`config.mk`:
```
export PLATFORM = sky130hd
export DESIGN_NAME = down_cnt_reload_flat
export DESIGN_NICKNAME = d
export VERILOG_FILES = /design/src/rtl/down_cnt_reload_pkg.sv /design/src/rtl/down_cnt_reload_if.sv /design/src/rtl/down_cnt_reload.sv /design/src/flat_wrapper.sv
export SDC_FILE = /design/constraint.sdc
export NUM_CORES = 1
export LEC_CHECK = 0
export ABC_AREA = 1
export CAP_MARGIN = 30
export CORE_UTILIZATION = 30
export DETAILED_ROUTE_END_ITERATION = 7
export HOLD_SLACK_MARGIN = 0.1
export SETUP_SLACK_MARGIN = 0.05
export SKIP_LAST_GASP = 1
export SYNTH_ARGS = -nofsm -noshare
export SYNTH_HDL_FRONTEND = slang
export SYNTH_SLANG_ARGS = --single-unit
```
`constraint.sdc`:
```
create_clock -name clk -period 1.55 [get_ports clk]
set_input_delay 0.31 -clock clk [delete_from_list [all_inputs] [get_ports clk]]
set_output_delay 0.31 -clock clk [all_outputs]
set_load 0.02 [all_outputs]
```
`src/rtl/down_cnt_reload_pkg.sv`:
```
// down_cnt_reload shared definitions.
// State encodings and small helpers.
package down_cnt_reload_pkg;

  typedef logic [1:0] st_t;

  localparam st_t ST_IDLE = 2'd0;
  localparam st_t ST_RUN  = 2'd1;
  localparam st_t ST_DONE = 2'd2;

  function automatic logic is_run(input st_t s);
    return s == ST_RUN;
  endfunction

endpackage

```
`src/rtl/down_cnt_reload_if.sv`:
```
// down_cnt_reload control/status bundle.
// master drives controls, slave is the counter.
interface down_cnt_reload_if #(
  parameter int W = 8
);
  logic         ce;
  logic         clr;
  logic         load;
  logic [W-1:0] load_val;
  logic         start;
  logic         stop;
  logic         periodic;
  logic [W-1:0] q;
  logic         bo;
  logic         done;
  logic         busy;

  modport master (
    output ce, clr, load, load_val,
    output start, stop, periodic,
    input  q, bo, done, busy
  );

  modport slave (
    input  ce, clr, load, load_val,
    input  start, stop, periodic,
    output q, bo, done, busy
  );
endinterface

```
`src/rtl/down_cnt_reload.sv`:
```
// Programmable down-counter timer with
// runtime reload, periodic or one-shot.
module down_cnt_reload #(
  parameter int W              = 8,
  parameter int DEFAULT_RELOAD = 255
) (
  input logic              clk,
  input logic              rst,
  down_cnt_reload_if.slave bus
);
  import down_cnt_reload_pkg::*;

  st_t          state_q;
  st_t          state_d;
  logic [W-1:0] q_q;
  logic [W-1:0] q_d;
  logic [W-1:0] rel_q;
  logic [W-1:0] rel_eff;
  logic         done_q;
  logic         busy_q;

  logic         do_clr;
  logic         do_stop;
  logic         do_start;
  logic         do_tick;
  logic         do_exit;
  logic         at_zero;

  // A same-cycle load bypasses into start/reload.
  assign rel_eff = bus.load ? bus.load_val : rel_q;
  assign at_zero = (q_q == '0);

  // Mutually exclusive actions: clr > stop > start > ce.
  assign do_clr   = bus.clr;
  assign do_stop  = bus.stop & ~bus.clr;
  assign do_start = bus.start & ~bus.clr
                  & ~bus.stop;
  assign do_tick  = bus.ce & is_run(state_q)
                  & ~bus.clr & ~bus.stop
                  & ~bus.start;
  assign do_exit  = (state_q == ST_DONE)
                  & ~bus.clr & ~bus.stop
                  & ~bus.start;

  // Borrow-out only on an accepted tick at zero.
  assign bus.bo   = do_tick & at_zero;
  assign bus.q    = q_q;
  assign bus.done = done_q;
  assign bus.busy = busy_q;

  // Next state and next count.
  always_comb begin
    state_d = state_q;
    q_d     = q_q;
    unique case (1'b1)
      do_clr: begin
        state_d = ST_IDLE;
        q_d     = '0;
      end
      do_stop: begin
        state_d = ST_IDLE;
      end
      do_start: begin
        state_d = ST_RUN;
        q_d     = rel_eff;
      end
      do_tick: begin
        if (!at_zero) begin
          q_d = q_q - 1'b1;
        end else if (bus.periodic) begin
          q_d = rel_eff;
        end else begin
          state_d = ST_DONE;
        end
      end
      do_exit: begin
        state_d = ST_IDLE;
      end
      default: begin
        state_d = state_q;
      end
    endcase
  end

  // State, count and registered status flags.
  always_ff @(posedge clk or posedge rst) begin
    if (rst) begin
      state_q <= ST_IDLE;
      q_q     <= '0;
      done_q  <= 1'b0;
      busy_q  <= 1'b0;
    end else begin
      state_q <= state_d;
      q_q     <= q_d;
      done_q  <= (state_d == ST_DONE);
      busy_q  <= (state_d == ST_RUN);
    end
  end

  // Reload register; load is always taken.
  always_ff @(posedge clk or posedge rst) begin
    if (rst) begin
      rel_q <= W'(DEFAULT_RELOAD);
    end else if (bus.load) begin
      rel_q <= bus.load_val;
    end
  end

endmodule

```
`src/flat_wrapper.sv`:
```
// flat-port wrapper written by rule: the top's interface ports become plain ports
module down_cnt_reload_flat import down_cnt_reload_pkg::*;
#(
  parameter int W              = 8,
  parameter int DEFAULT_RELOAD = 255
)
  (clk, rst, bus_ce, bus_clr, bus_load, bus_load_val, bus_start, bus_stop, bus_periodic, bus_q, bus_bo, bus_done, bus_busy);
  down_cnt_reload_if #(.W(W)) bus_i ();
  input logic clk;
  input logic rst;
  input wire logic [$bits(bus_i.ce)-1:0] bus_ce;
  input wire logic [$bits(bus_i.clr)-1:0] bus_clr;
  input wire logic [$bits(bus_i.load)-1:0] bus_load;
  input wire logic [$bits(bus_i.load_val)-1:0] bus_load_val;
  input wire logic [$bits(bus_i.start)-1:0] bus_start;
  input wire logic [$bits(bus_i.stop)-1:0] bus_stop;
  input wire logic [$bits(bus_i.periodic)-1:0] bus_periodic;
  output wire logic [$bits(bus_i.q)-1:0] bus_q;
  output wire logic [$bits(bus_i.bo)-1:0] bus_bo;
  output wire logic [$bits(bus_i.done)-1:0] bus_done;
  output wire logic [$bits(bus_i.busy)-1:0] bus_busy;
  assign bus_i.ce = bus_ce;
  assign bus_i.clr = bus_clr;
  assign bus_i.load = bus_load;
  assign bus_i.load_val = bus_load_val;
  assign bus_i.start = bus_start;
  assign bus_i.stop = bus_stop;
  assign bus_i.periodic = bus_periodic;
  assign bus_q = bus_i.q;
  assign bus_bo = bus_i.bo;
  assign bus_done = bus_i.done;
  assign bus_busy = bus_i.busy;
  down_cnt_reload #(.W(W), .DEFAULT_RELOAD(DEFAULT_RELOAD)) u_core (.clk(clk), .rst(rst), .bus(bus_i));
endmodule
```
==> results of run 1 <==
==> stage by stage <==
stage / worst slack (ns) / hold slack [ns] / instances / instance area, um2
2_1_floorplan: 0.05044 / 0.2678 / 176 / 1303
3_3_place_gp: -0.5891 / 0.4898 / 278 / 1823
3_5_place_dp: -0.6104 / 0.5071 / 278 / 1823
4_1_cts: -0.1002 / 0.3925 / 289 / 1954
5_1_grt: -0.1164 / 0.4071 / 288 / 2039
6_report: -0.06643 / 0.3843 / 288 / 2039
==> report_power, final <==
group / internal [mW] / leakage, nW / total [mW] / switching [mW]
clock network: 0.226 / 0.0288 / 0.400 / 0.174
logic: 0.231 / 0.796 / 0.496 / 0.265
registers: 0.572 / 0.242 / 0.589 / 0.0169
total: 1.03 / 1.07 / 1.48 / 0.456
==> registers in the layout (all words and copies together), names as in the netlist <==
signal and cells:
u_core.bus.done 1, u_core.bus.q 8, u_core.bus.busy 1, u_core.rel_q 8
u_core.state_q 2
==> layout make-up <==
class | instances | share of cell area
multi-input combinational | 123 | 0.3767
sequential | 20 | 0.2515
timing repair buffer | 58 | 0.2485
inverter | 33 | 0.06564
tap | 50 | 0.03067
clock buffer | 4 | 0.02699
==> how the worst max path moves through the flow <==
| stage | startpoint | endpoint | slack, ns | depth (start not counted) |
|---|---|---|---|---|
| 3_5_place_dp | bus_clr | bus_bo | -0.61 | 7 |
| 5_1_grt | u_core.bus.q[0]$_DFFE_PP0P_ | bus_bo | -0.12 | 7 |
| 3_3_place_gp | bus_clr | bus_bo | -0.59 | 7 |
| 2_1_floorplan | u_core.bus.q[0]$_DFFE_PP0P_ | u_core.bus.q[2]$_DFFE_PP0P_ | 0.05 | 9 |
| 6_report | u_core.bus.q[0]$_DFFE_PP0P_ | bus_bo | -0.07 | 7 |
| 4_1_cts | u_core.bus.q[1]$_DFFE_PP0P_ | bus_bo | -0.10 | 7 |
==> layout by cell type (no fill, tap or decap), types with 8 or more instances in the layout <==
master and n:
buf_4 27, clkdlybuf4s50_1 13, dfrtp_1 10, dfstp_2 8, dlygate4sd2_1 11, inv_1 26
nand2_1 43, nand2_2 10, nand3_1 12, nor2_1 10, o21ai_0 8
==> logic make-up (layout without fill, tap and decap cells) <==
group / count (synthesis) / after routing / share of synthesized area
muxes: 2 / 2 / 0.01732
AOI/OAI and AO/OA: 20 / 20 / 0.08758
DFF: 20 / 20 / 0.3927
buffers and inverters: 34 / 95 / 0.1011
and+or+nand+nor: 97 / 98 / 0.3754
adders and majority gates: 2 / 2 / 0.01925
xor gates and xnor gates: 1 / 1 / 0.006738
==> per-layer routing <==
layer / GRT usage / wire length (um) / vias up
met2: 0.2673 / 1554 / 30
met3: 0.02667 / 132 / 3
met4: 0.03906 / 21 / 0
li1: - / - / 667
met5: 0 / 0 / -
met1: 0.2072 / 1516 / 610
==> timing repair <==
action | CTS | global route
hold buffers | 0 | 0
gates resized for setup | 29 | 26
buffers inserted | 6 | 1
pin swaps | 8 | 13
gates cloned | 1 | 0
setup endpoints to repair | 23 | 12
==> tightest hold or removal path, stage by stage <==
cell and delay (ns):
clkdlybuf4s50_1 0.40, inv_1 0.05, buf_4 0.27
==> flow_summary.yaml, run 1 <==
run_status:
  status: "finished with violations"
  violations: "negative setup slack"
setup_path:
  cp_max_fo: 2
  path_class: "flop to output pin"
  path_cells: "inv_2 -> ha_4 -> nand2_4 -> nor2_8 -> nand2_2 -> inv_2 -> buf_6"
  crit_path_end_kind: "output pin"
  r2r_end: "u_core.bus.q[3]$_DFFE_PP0P_"
  slowest_stage: "dfrtp_2"
  r2r_start: "u_core.bus.q[0]$_DFFE_PP0P_"
  cp_data_required_time_ns: 1.24
  r2r_setup_slack_ns: 0.02
  start_kind: "flop"
  cp.arrival_ns: 1.31
  path_delay_family: "flip-flops"
  cp_common_cell: "inv_2"
  critPathMaxStageDelay_ns: 0.41
  cp_num_buf_inv: 3
  reg2reg_depth: 10
route:
  vias: 1310
  firstDrtPassIters: 4
  ant_nets: 0
  postRouteWirelength_um: 3224
  wl_per_cell_um: 11.19
  vias_per_cell: 4.549
  drc: 0
  drt_iter0_markers: 50
sta:
  fmax_mhz: 618.6
  worst_pin_slew_ns: 0.3359
  min_period_ns: 1.616
  setup_viol: 1
  relSlewSlack: 0.7752
  finalClockSkew_ns: 0.002089
  rsz0062_at_grt: "yes"
  setup_slack_ns: -0.06643
  slew_viol_final: 0
  fin_tns_setup_ns: -0.06643
  hold_violations: 0
  finalCritPeriodShare: 1.043
pwr:
  p_leak_nw: 1.066
  power_density_nw_per_um2: 728.1
  worst_ir_drop_vdd_mv: 0.3730
  power_mw: 1.485
final_layout:
  drive_gt1_frac: 0.3908
  multi_input_area_um2: 768.2
  fillCellCount: 430
  area_growth_pct: 56.88
  final_nets: 257
  insertedDiodeCount: 0
  final_util: 0.4991
  seq_area_um2: 513.0
synth:
  yosysMostFrequentCell: "nand2_1"
  ys_warn_count: 0
  synth_seq_cells: 20
  synth_edf_count: 0
  syn_area_per_cell_um2: 7.386
  syn_nets: 194
  synth_common_cells: "55 x nand2_1, 30 x inv_1, 14 x nand3_1, 12 x dfrtp_1, 11 x nor2_1"
  synthTopCellsByArea: "dfrtp_1 23%, dfstp_2 16%, nand2_1 16%, inv_1 8.7%, nand3_1 5.4%"
  yosysTopAreaCell: "dfrtp_1"
  synth_top_area_frac: 0.2310
  synth_seq_area_share: 0.3927
  syn-cell-area_um2: 1300
  synthCells: 176
  synthArstFlopShare: 1.000
  ys.flop_type: "dfrtp_1"
  synth.distinct_cells: 28
cts:
  clockRootBuffer: "clkbuf_8"
  clkTransAtPathRegs_ns: 0.07
  htreeDepth: 1
  clockBufferDepth: 2
  clkSinkCount: 20
  numCtsBuffers: 3
  insertion_delay_ns: 0.26
  cts_tree: "done"
floorplanning:
  die_y_um: 67.83
  die_w_um: 67.83
  dieArea_um2: 4600
  core_um2: 4086
  ios: 27
  initial_core_util: 0.3181
  std_cell_rows: 23
place:
  place.gp.congestion: 0.8118
  dp_hpwl_um: 2373
  io_buffers: 26
grt:
  grt_pass1_wl_um: 5361
  antenna_found_initial: 0
  grtUsageTotal: 0.1577
  grt_pass1_vias: 1191
  overflow: 0
  grt_start_max_net_pins: 21
job:
  timing.max_cap.violations: 0
worst_hold_path:
  holdCritPathClass: "input port to asynchronous set/reset pin"
Power figures use the tool's default switching activity.
==> run 2, diff against run 1 <==
--- a/config.mk
+++ b/config.mk
@@ -7,9 +7,13 @@
 export LEC_CHECK = 0
 export ABC_AREA = 1
 export CAP_MARGIN = 30
-export CORE_UTILIZATION = 30
+export CELL_PAD_IN_SITES_DETAIL_PLACEMENT = 0
+export CELL_PAD_IN_SITES_GLOBAL_PLACEMENT = 2
+export CORE_UTILIZATION = 29
+export CTS_BUF_LIST = sky130_fd_sc_hd__clkbuf_2 sky130_fd_sc_hd__clkbuf_4 sky130_fd_sc_hd__clkbuf_8
 export DETAILED_ROUTE_END_ITERATION = 7
 export HOLD_SLACK_MARGIN = 0.1
+export PLACE_DENSITY_LB_ADDON = 0.1
 export SETUP_SLACK_MARGIN = 0.05
 export SKIP_LAST_GASP = 1
 export SYNTH_ARGS = -nofsm -noshare
==> run 2 against run 1 <==
The flow still finishes with violations (negative setup slack). Clock power rose by 2%. Die area increased by 3.4%. Combinational power decreased by 1%.
==> flow_summary.yaml, run 2 (synthesized netlist as in run 1, its figures left out) <==
floorplanning:
  die_y_um: 68.96
  ios: 27
  initial_core_util: 0.3137
  dieArea_um2: 4755
  core_um2: 4144
  die_w_um: 68.96
  std_cell_rows: 23
setup_path:
  cp_data_required_time_ns: 1.24
  path_class: "flop to output pin"
  cp_max_fo: 2
  crit_path_end_kind: "output pin"
  reg2reg_depth: 11
  start_kind: "flop"
  cp.arrival_ns: 1.28
place:
  dp_slack_ns: -0.6025
  io_buffers: 26
  dp.cells: 281
  place.gp.congestion: 0.7981
  dp_hpwl_um: 2694
route:
  postRouteWirelength_um: 3527
  firstDrtPassIters: 4
  wl_per_cell_um: 11.92
  drc: 0
  vias: 1289
  vias_per_cell: 4.355
  drt_iter0_markers: 54
  ant_nets: 0
grt:
  grtUsageTotal: 0.1753
  grt_pass1_vias: 1366
  grt_start_max_net_pins: 21
  antenna_found_initial: 0
  grt_pass1_wl_um: 6030
  overflow: 0
final_layout:
  final_nets: 265
  final_util: 0.4897
  stdcell_count: 296
  final_cell_mix: "51 x nand2_1, 36 x buf_4, 27 x inv_1, 13 x nand3_1"
  drive_gt1_frac: 0.3618
  insertedDiodeCount: 0
  area_growth_pct: 56.11
  final_common_cell: "nand2_1"
sta:
  finalClockSkew_ns: 0.003102
  slew_viol_final: 0
  worst_pin_slew_ns: 0.2774
  rsz0062_at_grt: "yes"
  finalCritPeriodShare: 1.028
  relSlewSlack: 0.8131
  setup_slack_ns: -0.04304
  worst_hold_slack_ns: 0.3687
  hold_violations: 0
  fmax_mhz: 627.7
  min_period_ns: 1.593
  setup_viol: 8
cts:
  insertion_delay_ns: 0.26
  clockRootBuffer: "clkbuf_8"
  cts_tree: "done"
  htreeDepth: 1
  numCtsBuffers: 3
  clkTransAtPathRegs_ns: 0.08
  clkSinkCount: 20
  cts_hold_buffers: 0
  clockBufferDepth: 2
pwr:
  swShare: 0.3081
  power_frac_comb: 0.329
  power_mw: 1.490
  power_density_nw_per_um2: 734.2
  power_frac_seq: 0.398
  switching_power_uw: 459.1
  clkPwrFrac: 0.273
  worst_ir_drop_vdd_mv: 0.5342
  p_int_mw: 1.031
  p_leak_nw: 1.082
job:
  timing.max_cap.violations: 0
worst_hold_path:
  holdCritPathClass: "input port to asynchronous set/reset pin"
run_status:
  violations: "negative setup slack"
  status: "finished with violations"
## run 2: what timing repair did
action / 4_1_cts / 5_1_grt
gates cloned: 1 / 0
setup buffers: 9 / 1
endpoints found under the setup margin: 21 / 16
resized for setup: 35 / 7
pin swaps: 11 / 3
## run 2: cell type report
type                    count  area (um2)
fillers                   439        2115
multi-input cells         123       709.4
repair buffers             66       558.0
flip-flops and latches     20       513.0
inverters                  33       131.4
well taps                  50       62.56
clock buffers               4       55.05
## run 2: path summary, 6_finish.rpt
| check | to | startpoint | slack [ns] |
|---|---|---|---|
| worst min-delay path | u_core.bus.done$_DFF_PP0_ | rst | 0.37 |
| worst max-delay path | bus_bo | u_core.bus.q[1]$_DFFE_PP0P_ | -0.04 |
| max in group asynchronous | u_core.rel_q[2]$_DFF_PP1_ | rst | 0.90 |
| worst max register to register | u_core.bus.q[1]$_DFFE_PP0P_ | u_core.bus.q[1]$_DFFE_PP0P_ | -0.03 |
| worst min register to register | u_core.state_q[1]$_DFF_PP0_ | u_core.state_q[1]$_DFF_PP0_ | 0.50 |
| min in group clk | u_core.state_q[1]$_DFF_PP0_ | u_core.state_q[1]$_DFF_PP0_ | 0.50 |
## run 2: routing by layer
metal / GRT usage / routed length (um)
met1: 0.2097 / 1630
met2: 0.3180 / 1764
met3: 0.03947 / 112
met4: 0.03316 / 19
met5: 0 / 0
## run 2: power groups by stage
| stage | clock [mW] | combinational [mW] | sequential (mW) |
|---|---|---|---|
| floorplan | 0 | 0.226 | 0.626 |
| global placement | 0 | 0.459 | 0.598 |
| detailed placement | 0 | 0.463 | 0.601 |
| CTS | 0.430 | 0.490 | 0.592 |
| global route | 0.453 | 0.547 | 0.597 |
| finish | 0.407 | 0.490 | 0.593 |
## run 2: through the flow
stage	TNS [ns]	cell area, um2
after CTS	-0.3439	2012
after global placement	-3.470	1846
after floorplan	0	1303
after detailed placement	-3.719	1846
after global routing	-0.9203	2029
final	-0.1560	2029
## run 2: worst max-delay path, cell delays in order (launching register included)
cell     delay, ns
dfrtp_2       0.41
inv_2         0.08
ha_4          0.14
nand2_4       0.06
nor2_8        0.08
nand2_2       0.06
inv_2         0.07
buf_6         0.11
